$ cat src/rtl/clock_pkg.sv
// Shared types and constants for the clock/calendar button front end.
package clock_pkg;

  // Per-button conditioner state.
  typedef enum logic [2:0] {
    RELEASED,
    PRESS_WAIT,
    HELD_DELAY,
    HELD_REPEAT,
    RELEASE_WAIT
  } btn_state_t;

  // Button roles by index on the KEY bus.
  localparam int unsigned BTN_INC = 0;
  localparam int unsigned BTN_DEC = 1;
  localparam int unsigned BTN_CHG = 2;

  // System clock frequency; default timing parameters are derived from it.
  localparam int unsigned CLK_HZ = 50_000_000;

  // Largest of three cycle counts.
  function automatic int unsigned max3(input int unsigned a,
                                       input int unsigned b,
                                       input int unsigned c);
    int unsigned m;
    m = a;
    if (b > m) m = b;
    if (c > m) m = c;
    return m;
  endfunction

  // Counter width able to hold the largest cycle count itself.
  function automatic int unsigned cnt_width(input int unsigned a,
                                            input int unsigned b,
                                            input int unsigned c);
    return $clog2(max3(a, b, c)) + 1;
  endfunction

endpackage

$ cat src/rtl/button_conditioner_channel.sv
// One button channel: 2-FF synchroniser, debounce FSM, shared cycle counter.
// Auto-repeat counting is compiled in only when BTN_AUTOREPEAT_EN is defined.
module btn_channel
  import clock_pkg::*;
#(
  parameter int unsigned DEBOUNCE_CYC     = CLK_HZ / 100,
  parameter int unsigned REPEAT_DELAY_CYC = CLK_HZ / 2,
  parameter int unsigned REPEAT_RATE_CYC  = CLK_HZ / 4
) (
  input  logic clk,
  input  logic rst_n,
  input  logic butt_n_i,
  output logic press_o,
  output logic step_o,
  output logic held_o
);

  localparam int unsigned CW = cnt_width(DEBOUNCE_CYC, REPEAT_DELAY_CYC, REPEAT_RATE_CYC);

  localparam logic [CW-1:0] ONE_C = CW'(1);
  localparam logic [CW-1:0] DEB_C = CW'(DEBOUNCE_CYC);
`ifdef BTN_AUTOREPEAT_EN
  localparam logic [CW-1:0] DLY_LAST_C  = CW'(REPEAT_DELAY_CYC - 1);
  localparam logic [CW-1:0] RATE_LAST_C = CW'(REPEAT_RATE_CYC - 1);
`endif

  logic [1:0]    sync_q;
  logic          sync_n;
  btn_state_t    state_q, state_d;
  logic [CW-1:0] cnt_q, cnt_d;
  logic          press_q, press_d;
`ifdef BTN_AUTOREPEAT_EN
  logic          step_q, step_d;
`endif

  // Two-stage synchroniser; resets to the released level.
  always_ff @(posedge clk or negedge rst_n) begin
    if (!rst_n) begin
      sync_q <= '1;
    end else begin
      sync_q <= {sync_q[0], butt_n_i};
    end
  end

  assign sync_n = sync_q[1];

  // State, counter and registered pulse flops.
  always_ff @(posedge clk or negedge rst_n) begin
    if (!rst_n) begin
      state_q <= RELEASED;
      cnt_q   <= '0;
      press_q <= 1'b0;
`ifdef BTN_AUTOREPEAT_EN
      step_q  <= 1'b0;
`endif
    end else begin
      state_q <= state_d;
      cnt_q   <= cnt_d;
      press_q <= press_d;
`ifdef BTN_AUTOREPEAT_EN
      step_q  <= step_d;
`endif
    end
  end

  // Next-state, counter and pulse decisions.
  always_comb begin
    state_d = state_q;
    cnt_d   = cnt_q;
    press_d = 1'b0;
`ifdef BTN_AUTOREPEAT_EN
    step_d  = 1'b0;
`endif
    unique case (state_q)
      RELEASED: begin
        if (!sync_n) begin
          state_d = PRESS_WAIT;
          cnt_d   = ONE_C;
        end
      end

      PRESS_WAIT: begin
        if (sync_n) begin
          state_d = RELEASED;
          cnt_d   = '0;
        end else if (cnt_q == DEB_C) begin
          state_d = HELD_DELAY;
          cnt_d   = '0;
          press_d = 1'b1;
`ifdef BTN_AUTOREPEAT_EN
          step_d  = 1'b1;
`endif
        end else begin
          cnt_d = cnt_q + ONE_C;
        end
      end

      HELD_DELAY: begin
        // Release is checked first so a coincident repeat is dropped.
        if (sync_n) begin
          state_d = RELEASE_WAIT;
          cnt_d   = ONE_C;
        end
`ifdef BTN_AUTOREPEAT_EN
        else if (cnt_q == DLY_LAST_C) begin
          state_d = HELD_REPEAT;
          cnt_d   = '0;
          step_d  = 1'b1;
        end else begin
          cnt_d = cnt_q + ONE_C;
        end
`endif
      end

`ifdef BTN_AUTOREPEAT_EN
      HELD_REPEAT: begin
        if (sync_n) begin
          state_d = RELEASE_WAIT;
          cnt_d   = ONE_C;
        end else if (cnt_q == RATE_LAST_C) begin
          cnt_d  = '0;
          step_d = 1'b1;
        end else begin
          cnt_d = cnt_q + ONE_C;
        end
      end
`endif

      RELEASE_WAIT: begin
        // A renewed low resumes the hold without a second press pulse.
        if (!sync_n) begin
          state_d = HELD_DELAY;
          cnt_d   = '0;
        end else if (cnt_q == DEB_C) begin
          state_d = RELEASED;
          cnt_d   = '0;
        end else begin
          cnt_d = cnt_q + ONE_C;
        end
      end

      default: begin
        state_d = RELEASED;
        cnt_d   = '0;
      end
    endcase
  end

  // Outputs: held is decoded from state, pulses come straight from flops.
  always_comb begin
    held_o  = (state_q == HELD_DELAY) || (state_q == HELD_REPEAT) ||
              (state_q == RELEASE_WAIT);
    press_o = press_q;
`ifdef BTN_AUTOREPEAT_EN
    step_o  = step_q;
`else
    step_o  = press_q;
`endif
  end

endmodule

$ cat src/rtl/button_conditioner.sv
// Button front end for the clock/calendar counter: one independent
// conditioning channel per active-low KEY input.
// Optional auto-repeat on step outputs: define BTN_AUTOREPEAT_EN.
module button_conditioner
  import clock_pkg::*;
#(
  parameter int unsigned NBTN             = 3,
  parameter int unsigned DEBOUNCE_CYC     = CLK_HZ / 100,
  parameter int unsigned REPEAT_DELAY_CYC = CLK_HZ / 2,
  parameter int unsigned REPEAT_RATE_CYC  = CLK_HZ / 4
) (
  input  logic            clk,
  input  logic            rst_n,
  input  logic [NBTN-1:0] butt_n,
  output logic [NBTN-1:0] press,
  output logic [NBTN-1:0] step,
  output logic [NBTN-1:0] held
);

  for (genvar g = 0; g < NBTN; g++) begin : g_chan
    btn_channel #(
      .DEBOUNCE_CYC     (DEBOUNCE_CYC),
      .REPEAT_DELAY_CYC (REPEAT_DELAY_CYC),
      .REPEAT_RATE_CYC  (REPEAT_RATE_CYC)
    ) u_chan (
      .clk      (clk),
      .rst_n    (rst_n),
      .butt_n_i (butt_n[g]),
      .press_o  (press[g]),
      .step_o   (step[g]),
      .held_o   (held[g])
    );
  end

endmodule

$ cat config.mk
export PLATFORM = sky130hd
export DESIGN_NAME = button_conditioner
export DESIGN_NICKNAME = d
export VERILOG_FILES = /design/src/rtl/clock_pkg.sv /design/src/rtl/button_conditioner_channel.sv /design/src/rtl/button_conditioner.sv
export SDC_FILE = /design/constraint.sdc
export NUM_CORES = 1
export LEC_CHECK = 0
export CAP_MARGIN = 5
export CORE_MARGIN = 1.5
export CORE_UTILIZATION = 45
export CTS_CLUSTER_SIZE = 25
export DETAILED_ROUTE_END_ITERATION = 7
export PLACE_DENSITY = 0.67
export SETUP_SLACK_MARGIN = 0.02
export SLEW_MARGIN = 15
export SYNTH_ARGS = -nofsm -noshare
export SYNTH_HDL_FRONTEND = slang
export SYNTH_SLANG_ARGS = --single-unit
$ cat constraint.sdc
create_clock -name clk -period 2.84 [get_ports clk]
set_input_delay 0.852 -clock clk [delete_from_list [all_inputs] [get_ports clk]]
set_output_delay 0.852 -clock clk [all_outputs]
set_load 0.05 [all_outputs]
=== Word level (Yosys, flattened, before mapping) ===
Index checks and enable logic that the tools add are counted.

* Equal/unequal tests: 27
* Mux-type cells: 48
* Bitwise gates (word level): 0
* Reduce and logical (&&, ||, !) cells: 15
* Order comparisons: 0
* Divide/modulo/power cells: 0
* $mul: 0
* Add/subtract/negate cells: 3
* Shift-type cells: 0

{| class="wikitable"
|+ Operators by type and width
! kind !! count
|-
| $mux 26 || 15
|-
| $pmux 26 s4 || 3
|-
| $add 26x1->26 const B || 3
|-
| $eq 26x19->1 const B || 3
|-
| $mux 3 || 18
|-
| $pmux 3 s4 || 3
|-
| $eq 3x2->1 const B || 6
|-
| $reduce_and 4->1 || 3
|-
| $eq 3x1->1 const B || 3
|-
| $eq 3x3->1 const B || 3
|-
| $logic_not 3->1 || 3
|-
| $mux 1 || 9
|-
| $ne 3x1->1 const B || 3
|-
| $ne 3x3->1 const B || 3
|-
| $logic_or 1x1->1 || 6
|-
| $ne 2x1->1 const B || 3
|-
| $ne 2x2->1 const B || 3
|-
| $reduce_and 2->1 || 3
|}

* Bits in latches: 0
* Register bits: 96
* RAM bits: 0
* Input port bits: 5
* Memories kept: 0
* Bits in read-only memories: 0

=== Depth between registers and ports, before layout ===
Gate-level depths: netlist (run 1).

* Depth after elaboration: 4
* Gate-level depth with buffers: 9
* Depth with buffers taken out: 7

=== Modules after synthesis ===
Synthesis (run 1) repeated with hierarchy kept, for this count alone.

* Cells, all modules: 629
* Area, all modules: 5631.7 µm²

{| class="wikitable"
|+ Modules (own cells, without submodules)
! module !! instances !! cells each !! area each (µm²) !! sequential area each (µm²)
|-
| btn_channel at g_chan[1].u_chan || 1 || 214 || 1933.1 || 803.3
|-
| btn_channel at g_chan[2].u_chan || 1 || 210 || 1861.8 || 803.3
|-
| btn_channel at g_chan[0].u_chan || 1 || 205 || 1836.8 || 803.3
|}

=== Worst setup path before layout (run 1) ===
OpenSTA, ideal clock, no wires.

* Kind: reg-to-reg
* Start: register g_chan[0].u_chan.cnt_q[21]
* End: register g_chan[0].u_chan.cnt_q[25]
* Slack: 471 ps
* Arrival: 2245 ps
* Period minus slack after synthesis: 2369 ps
* Buffers on the path: 1
* Cell stages (with the launch flop): 6
* Cell sequence: dfrtp_1 -> or4_1 -> or4_4 -> o31a_4 -> buf_6 -> a211o_1

* Word-level cells in the longest chain between the ends: 4

{| class="wikitable"
|+ RTL lines
! element !! RTL line !! text
|-
| from (decl) || button_conditioner_channel.sv:30 || <nowiki>logic [CW-1:0] cnt_q, cnt_d;</nowiki>
|-
| from (signal assigned) || button_conditioner_channel.sv:58 || <nowiki>cnt_q <= cnt_d;</nowiki>
|-
| $add 26x1->26 or $eq 26x19->1 (tied branches) || - ||
|-
| $mux 26 * || button_conditioner_channel.sv:86, button_conditioner_channel.sv:134 ||
|-
| $mux 26 (on tied branches) || button_conditioner_channel.sv:131, button_conditioner_channel.sv:83 ||
|-
| $pmux 26 s4 * || button_conditioner_channel.sv:74 || <nowiki>unique case (state_q)</nowiki>
|}

Every way passes the cells marked *; elsewhere a longest branch is shown, timed or not.
A chain may end at the register's enable or synchronous reset.

=== Worst setup path after layout (run 1) ===
Ends and elaborated chain as after synthesis.

==> results of run 1 <==
## routing by layer
layer,GRT usage (%),share of wire [%],vias to the layer above
met5,0,0,-
met4,7.69,1.8,0
met3,4.01,3.0,15
met2,29.5,48,53
met1,24.1,47,1990
li1,-,-,2001
## worst max-delay path: cells and delay by family (launching register included)
family          cells  cell delay, ps
simple gates        3            1310
flops               1             450
compound gates      2             660
## metrics by stage
step                total power [W]  instances  util (%)
floorplan                   0.00153        566         -
CTS                         0.00298        719      50.9
detailed placement          0.00160        703      48.0
global placement            0.00160        703      48.0
global route                0.00305        719      50.9
finish                      0.00293        719      50.9
## flip-flops by register name, indices dropped and copies added, names as in the netlist
signal,count
g_chan.u_chan.press_o,3
g_chan.u_chan.sync_q,6
g_chan.u_chan.state_q,9
g_chan.u_chan.cnt_q,78
## layout by cell type (no fill, tap or decap), types with 5 or more instances in the layout
cell / n
a21oi_1: 10
a31oi_1: 13
and2_1: 10
and3_1: 11
and4_1: 7
buf_4: 11
clkbuf_16: 9
clkdlybuf4s50_1: 9
dfrtp_1: 90
dfstp_2: 6
ha_1: 6
inv_1: 22
nand2_1: 42
nand2b_1: 5
nand3_1: 34
nand3b_1: 6
nand4_1: 21
nor2_1: 86
nor3_1: 19
nor4_1: 14
nor4b_1: 7
o21ai_0: 14
xnor2_1: 35
xor2_1: 26
## cell families (layout without fill, tap and decap cells)
group	count (synthesis)	in the layout
simple gates	279	279
mux	1	1
compound gates	73	73
fa+ha+maj	6	6
buf+inv	50	60
xor+xnor	61	61
flops	96	96
## cell usage after synthesis (all sizes together), types with 7 or more instances
| cell | number |
|---|---|
| nand2 | 42 |
| nand4 | 21 |
| dfrtp | 90 |
| nor3 | 19 |
| nand3 | 34 |
| xnor2 | 35 |
| nor4 | 14 |
| and3 | 11 |
| a31oi | 13 |
| a21oi | 10 |
| nor2 | 86 |
| nor4b | 7 |
| buf | 14 |
| inv | 22 |
| and4 | 7 |
| clkbuf | 14 |
| o21ai | 14 |
| and2 | 10 |
| xor2 | 26 |
## power by group through the flow
stage                     sequential [W]  combinational (W)  clock (W)
after CTS                        0.00142           0.000162    0.00140
after global placement           0.00144           0.000157          0
final                            0.00142           0.000158    0.00136
after global routing             0.00142           0.000182    0.00145
after floorplan                  0.00143           0.000102          0
after detailed placement         0.00144           0.000161          0
## what timing repair did
item,CTS,global route
hold endpoints to repair,0,0
endpoints found under the setup margin,0,1
resized for setup,0,1
## final cells by class
class                      instances  area share (%)
clock buffer                      12            4.45
timing repair buffer              22            3.56
tap                              143            3.10
inverter                          22            1.43
sequential                        96            41.8
multi-input combinational        420            44.3
clock inverter                     4            1.32
## final timing paths
| check | startpoint | end | slack, ps | cells after the start |
|---|---|---|---|---|
| max | g_chan[0].u_chan.cnt_q[21]$_DFFE_PN0P_ | g_chan[0].u_chan.cnt_q[25]$_DFFE_PN0P_ | 310 | 5 |
| min | rst_n | g_chan[0].u_chan.cnt_q[1]$_DFFE_PN0P_ | 320 | 1 |
| max reg2reg | g_chan[0].u_chan.cnt_q[21]$_DFFE_PN0P_ | g_chan[0].u_chan.cnt_q[25]$_DFFE_PN0P_ | 310 | 5 |
| min reg2reg | g_chan[2].u_chan.sync_q[0]$_DFF_PN1_ | g_chan[2].u_chan.sync_q[1]$_DFF_PN1_ | 360 | 0 |
| max in group asynchronous | rst_n | g_chan[2].u_chan.sync_q[0]$_DFF_PN1_ | 1890 | 2 |
| min in group clk | g_chan[2].u_chan.sync_q[0]$_DFF_PN1_ | g_chan[2].u_chan.sync_q[1]$_DFF_PN1_ | 360 | 0 |
==> impl_metrics.json, run 1 <==
{
  "power.share.combinational_pct": 5.4,
  "finalHoldViolCount": 0,
  "grt_start_max_net_pins": 60,
  "power_frac_seq_pct": 48.3,
  "ys_warn_count": 0,
  "rows": 39,
  "max_slew_margin_pct": 44.4,
  "drt-wirelength-per-cell_um": 14.4,
  "stdcell_area_sq_um": 5770,
  "synth_area_leaders": "dfrtp_1, nor2_1, xnor2_1",
  "crit_chain": "or4_1, or4_4, o31a_4, and3_1, a211o_1",
  "critPathKind": "flip-flop to flip-flop",
  "layout-drive-gt1-share_pct": 6.77,
  "synthFlopType": "dfrtp_1",
  "fin_tns_setup_ps": 0,
  "pwr-share-clk_pct": 46.3,
  "hold_class": "input pin to asynchronous set/reset pin",
  "end_kind": "flip-flop",
  "cp.arrival_ps": 2770,
  "yosysTopAreaCellShare_pct": 43.3,
  "critPathMaxFanout": 18,
  "synthXorXnorAreaFrac_pct": 10.3,
  "slew_violations": 0,
  "antenna_found_initial": 0,
  "fp.dieArea_sq_um": 12200,
  "drt_iter0_markers": 246,
  "rsz0062_at_grt": "false",
  "initial_core_util_pct": 45.9,
  "critPathRequiredTime_ps": 3080,
  "p_switching_w": 0.000668,
  "antenna_left": 0,
  "regArea_sq_um": 2410,
  "synth_edf_count": 0,
  "core-area_sq_um": 11300,
  "synthAdderAreaFrac_pct": 1.44,
  "nFillCells": 1056,
  "fp.dieH_um": 110,
  "syn_inst": 566,
  "period_share_pct": 89.1,
  "first_global_vias": 3955,
  "nNetsFinal": 582,
  "synthToLayoutAreaGrowth_pct": 10.9,
  "num_vias": 4059,
  "pre_cts_slack_ps": 317,
  "gp_congestion": 0.815,
  "setup_slack_ps": 309,
  "synthSimpleGateAreaFrac_pct": 27.4,
  "finalWirelength_um": 10300,
  "outcome": "completed",
  "cts_tree": "yes",
  "cts_buffer_depth": 2,
  "drc": 0,
  "p_leak_nw": 2.33,
  "dr.pass1.iters": 4,
  "via_per_inst": 5.65,
  "synth_nets": 577,
  "postCtsSetupBuffers": 0,
  "internal_power_w": 0.00227,
  "cts_buffers": 9,
  "clkLatencyLatePin_ps": 350,
  "grt_use_total_pct": 18.4,
  "diodes": 0,
  "synthArstFlopShare_pct": 100,
  "gr-total-overflow": 0,
  "synth_top_family_by_area": "simple AND/OR/NAND/NOR gates",
  "port_buffers": 13,
  "cp-start-kind": "flip-flop",
  "ys_seq_area_share_pct": 46.3,
  "yosysUniqueCellTypes": 58,
  "cts_root_buffer": "clkbuf_16",
  "max_stage_delay_ps": 580,
  "synth_area_sq_um": 5200,
  "grt_pass1_wl_um": 18400,
  "fin_hold_ws_ps": 321,
  "powerDensity_nw_per_um2": 509,
  "io_pins": 14,
  "peakVddDrop_mv": 0.550,
  "switching_share_pct": 22.8,
  "clk_pin_slew_ps": 70,
  "place_hpwl_um": 7010,
  "ctsHoldBuffers": 0,
  "dieWidth_um": 110,
  "dpl-instance-area_sq_um": 5430,
  "report.final.setup_viol": 0,
  "yosysTopAreaCell": "dfrtp_1",
  "htree_levels": 3,
  "fmax_ghz": 0.395,
  "syn_area_per_cell_sq_um": 9.19,
  "cts.sink_count": 96,
  "synth_seq_cells": 96,
  "multi_input_area_sq_um": 2560,
  "worst_path_max_delay_cell": "or4_4",
  "muxShareOfSynthArea_pct": 0.192,
  "min_period_ps": 2530,
  "synth_compound_area_share_pct": 9.82,
  "clock_skew_ps": 7.64,
  "cap_violations": 0,
  "tightest_slew_ps": 826
}
Note: power is estimated with default switching activity, not from simulation.
==> run 2, diff against run 1 <==
- CTS_BUF_LIST: default -> sky130_fd_sc_hd__clkbuf_8 sky130_fd_sc_hd__clkbuf_16
- PLACE_DENSITY: 0.67 -> 0.7
==> run 2 against run 1 <==
Net effect: combinational power is essentially flat; worst hold slack better by 35 ps; register-to-register slack barely moved; clock skew barely moved; total power fell by 4.7%; setup slack improved by 8.4 ps; final cell count decreased by 0.14%; clock power is 10% lower.
==> impl_metrics.json, run 2 (synthesis gave the netlist of run 1 again) <==
{
  "layout_commonest_cell": "dfrtp_1",
  "clock_skew_ps": 8.14,
  "largest_register": "g_chan.u_chan.cnt_q",
  "critPathMaxFanout": 18,
  "report.final.setup_viol": 0,
  "critPathKind": "flip-flop to flip-flop",
  "drc": 0,
  "r2r_cells": 5,
  "hold_depth": 0,
  "grt_use_total_pct": 18.5,
  "internal_power_w": 0.00216,
  "powerDensity_nw_per_um2": 488,
  "cap_violations": 0,
  "p_leak_nw": 2.32,
  "p_switching_w": 0.000632,
  "initial_core_util_pct": 45.9,
  "pre_cts_slack_ps": 334,
  "cts_buffers": 9,
  "dieWidth_um": 110,
  "drt-met1-wl_um": 4800,
  "core-area_sq_um": 11300,
  "clkLatencyLatePin_ps": 350,
  "hold_class": "flip-flop to flip-flop",
  "rows": 39,
  "critPathRequiredTime_ps": 3070,
  "diodes": 0,
  "largest_reg_flops": 78,
  "fmax_ghz": 0.397,
  "slew_violations": 0,
  "finalWirelength_um": 10600,
  "antenna_found_initial": 0,
  "worst_path_max_delay_cell": "or4_4",
  "num_vias": 4102,
  "r2r_slack_ps": 320,
  "fin_tns_setup_ps": 0,
  "drt_iter0_markers": 238,
  "place_hpwl_um": 7230,
  "finalHoldViolCount": 0,
  "dr.pass1.iters": 4,
  "via_per_inst": 5.71,
  "fp.dieArea_sq_um": 12200,
  "cp-start-kind": "flip-flop",
  "peakVddDrop_mv": 0.676,
  "max_slew_margin_pct": 47.0,
  "setup_slack_ps": 318,
  "clk_pin_slew_ps": 60,
  "nFillCells": 1041,
  "dpl-instance-area_sq_um": 5420,
  "grt_start_max_net_pins": 44,
  "rsz0062_at_grt": "false",
  "io_pins": 14,
  "postCtsSetupBuffers": 0,
  "wl_met2_um": 5230,
  "gr-total-overflow": 0,
  "cp.arrival_ps": 2750,
  "layout_common_cells": "dfrtp_1, nor2_1, nand2_1, xnor2_1, nand3_1",
  "routed-wl-met3_um": 432,
  "power.share.combinational_pct": 5.7,
  "cts_tree": "yes",
  "drt-wirelength-per-cell_um": 14.8,
  "crit_chain": "or4_1, or4_4, o31a_4, and3_1, a211o_1",
  "switching_share_pct": 22.6,
  "layout-drive-gt1-share_pct": 6.26,
  "first_global_vias": 4073,
  "highest_layer": "met4",
  "htree_levels": 3,
  "fp.dieH_um": 110,
  "power_frac_seq_pct": 50.7,
  "gp_congestion": 0.832,
  "pwr-share-clk_pct": 43.6,
  "grt_pass1_wl_um": 18800,
  "cts_root_buffer": "clkbuf_16",
  "cts_buffer_depth": 2,
  "synthToLayoutAreaGrowth_pct": 10.1,
  "tightest_slew_ps": 788,
  "cts.sink_count": 96,
  "period_share_pct": 88.8,
  "outcome": "completed",
  "stdcell_area_sq_um": 5730,
  "end_kind": "flip-flop",
  "port_buffers": 13,
  "utilization_pct": 50.6,
  "min_period_ps": 2520,
  "max_stage_delay_ps": 580,
  "largestRegisters": "g_chan.u_chan.cnt_q: 78 flops, g_chan.u_chan.state_q: 9 flops, g_chan.u_chan.sync_q: 6 flops",
  "antenna_left": 0,
  "nNetsFinal": 581
}
[run 2: cell types whose count changed in the layout (fill, tap and decap cells not counted)]
cell       delta
inv_6         -1
clkbuf_1      -1
bufinv_16     -1
buf_4         -1
inv_1         +3
[run 2: layout make-up]
cell class              count  area [sq um]  share of cell area, %
clock inverters             5          48.8                  0.852
repair buffers             21           198                   3.45
well taps                 143           179                   3.12
clock buffers              11           253                   4.41
inverters                  22          82.6                   1.44
multi-input cells         420          2560                   44.6
flip-flops and latches     96          2410                   42.1
[run 2: through the flow]
| stage | hold WS (ps) | total power [W] | cells |
|---|---|---|---|
| global placement | 347 | 0.00160 | 702 |
| global route | 364 | 0.00293 | 718 |
| detailed placement | 349 | 0.00160 | 702 |
| CTS | 358 | 0.00284 | 718 |
| finish | 356 | 0.00280 | 718 |
| floorplan | 345 | 0.00153 | 566 |
[run 2: path summary, 6_finish.rpt]
kind / to / from
max in group asynchronous: g_chan[2].u_chan.sync_q[1]$_DFF_PN1_ / rst_n
hold / removal: g_chan[2].u_chan.sync_q[1]$_DFF_PN1_ / g_chan[2].u_chan.sync_q[0]$_DFF_PN1_
hold reg to reg: g_chan[2].u_chan.sync_q[1]$_DFF_PN1_ / g_chan[2].u_chan.sync_q[0]$_DFF_PN1_
min in group asynchronous: g_chan[2].u_chan.cnt_q[4]$_DFFE_PN0P_ / rst_n
setup reg to reg: g_chan[0].u_chan.cnt_q[25]$_DFFE_PN0P_ / g_chan[0].u_chan.cnt_q[21]$_DFFE_PN0P_
setup / recovery: g_chan[0].u_chan.cnt_q[25]$_DFFE_PN0P_ / g_chan[0].u_chan.cnt_q[21]$_DFFE_PN0P_
[run 2: layer usage]
layer	track usage [%]	up-vias
met5	0	-
met4	5.38	0
met3	5.27	12
met2	30.6	89
met1	23.6	1995
li1	-	2006
[run 2: timing repair]
| item | 4_1_cts | 5_1_grt |
|---|---|---|
| hold buffers | 0 | 0 |
| gates resized for setup | 0 | 1 |
| endpoints found under the setup margin | 0 | 1 |
[run 2: power groups by stage]
stage | clock [W] | combinational [W] | sequential (W)
4_1_cts | 0.00126 | 0.000164 | 0.00142
6_report | 0.00122 | 0.000160 | 0.00142
3_3_place_gp | 0 | 0.000157 | 0.00144
5_1_grt | 0.00132 | 0.000185 | 0.00142
2_1_floorplan | 0 | 0.000102 | 0.00143
3_5_place_dp | 0 | 0.000164 | 0.00144
[run 2: critical path, delay by kind of cell, from the launching register on]
| kind | cells | cell delay [ps] |
|---|---|---|
| AOI/OAI and AO/OA | 2 | 670 |
| and+or+nand+nor | 3 | 1300 |
| DFF | 1 | 440 |
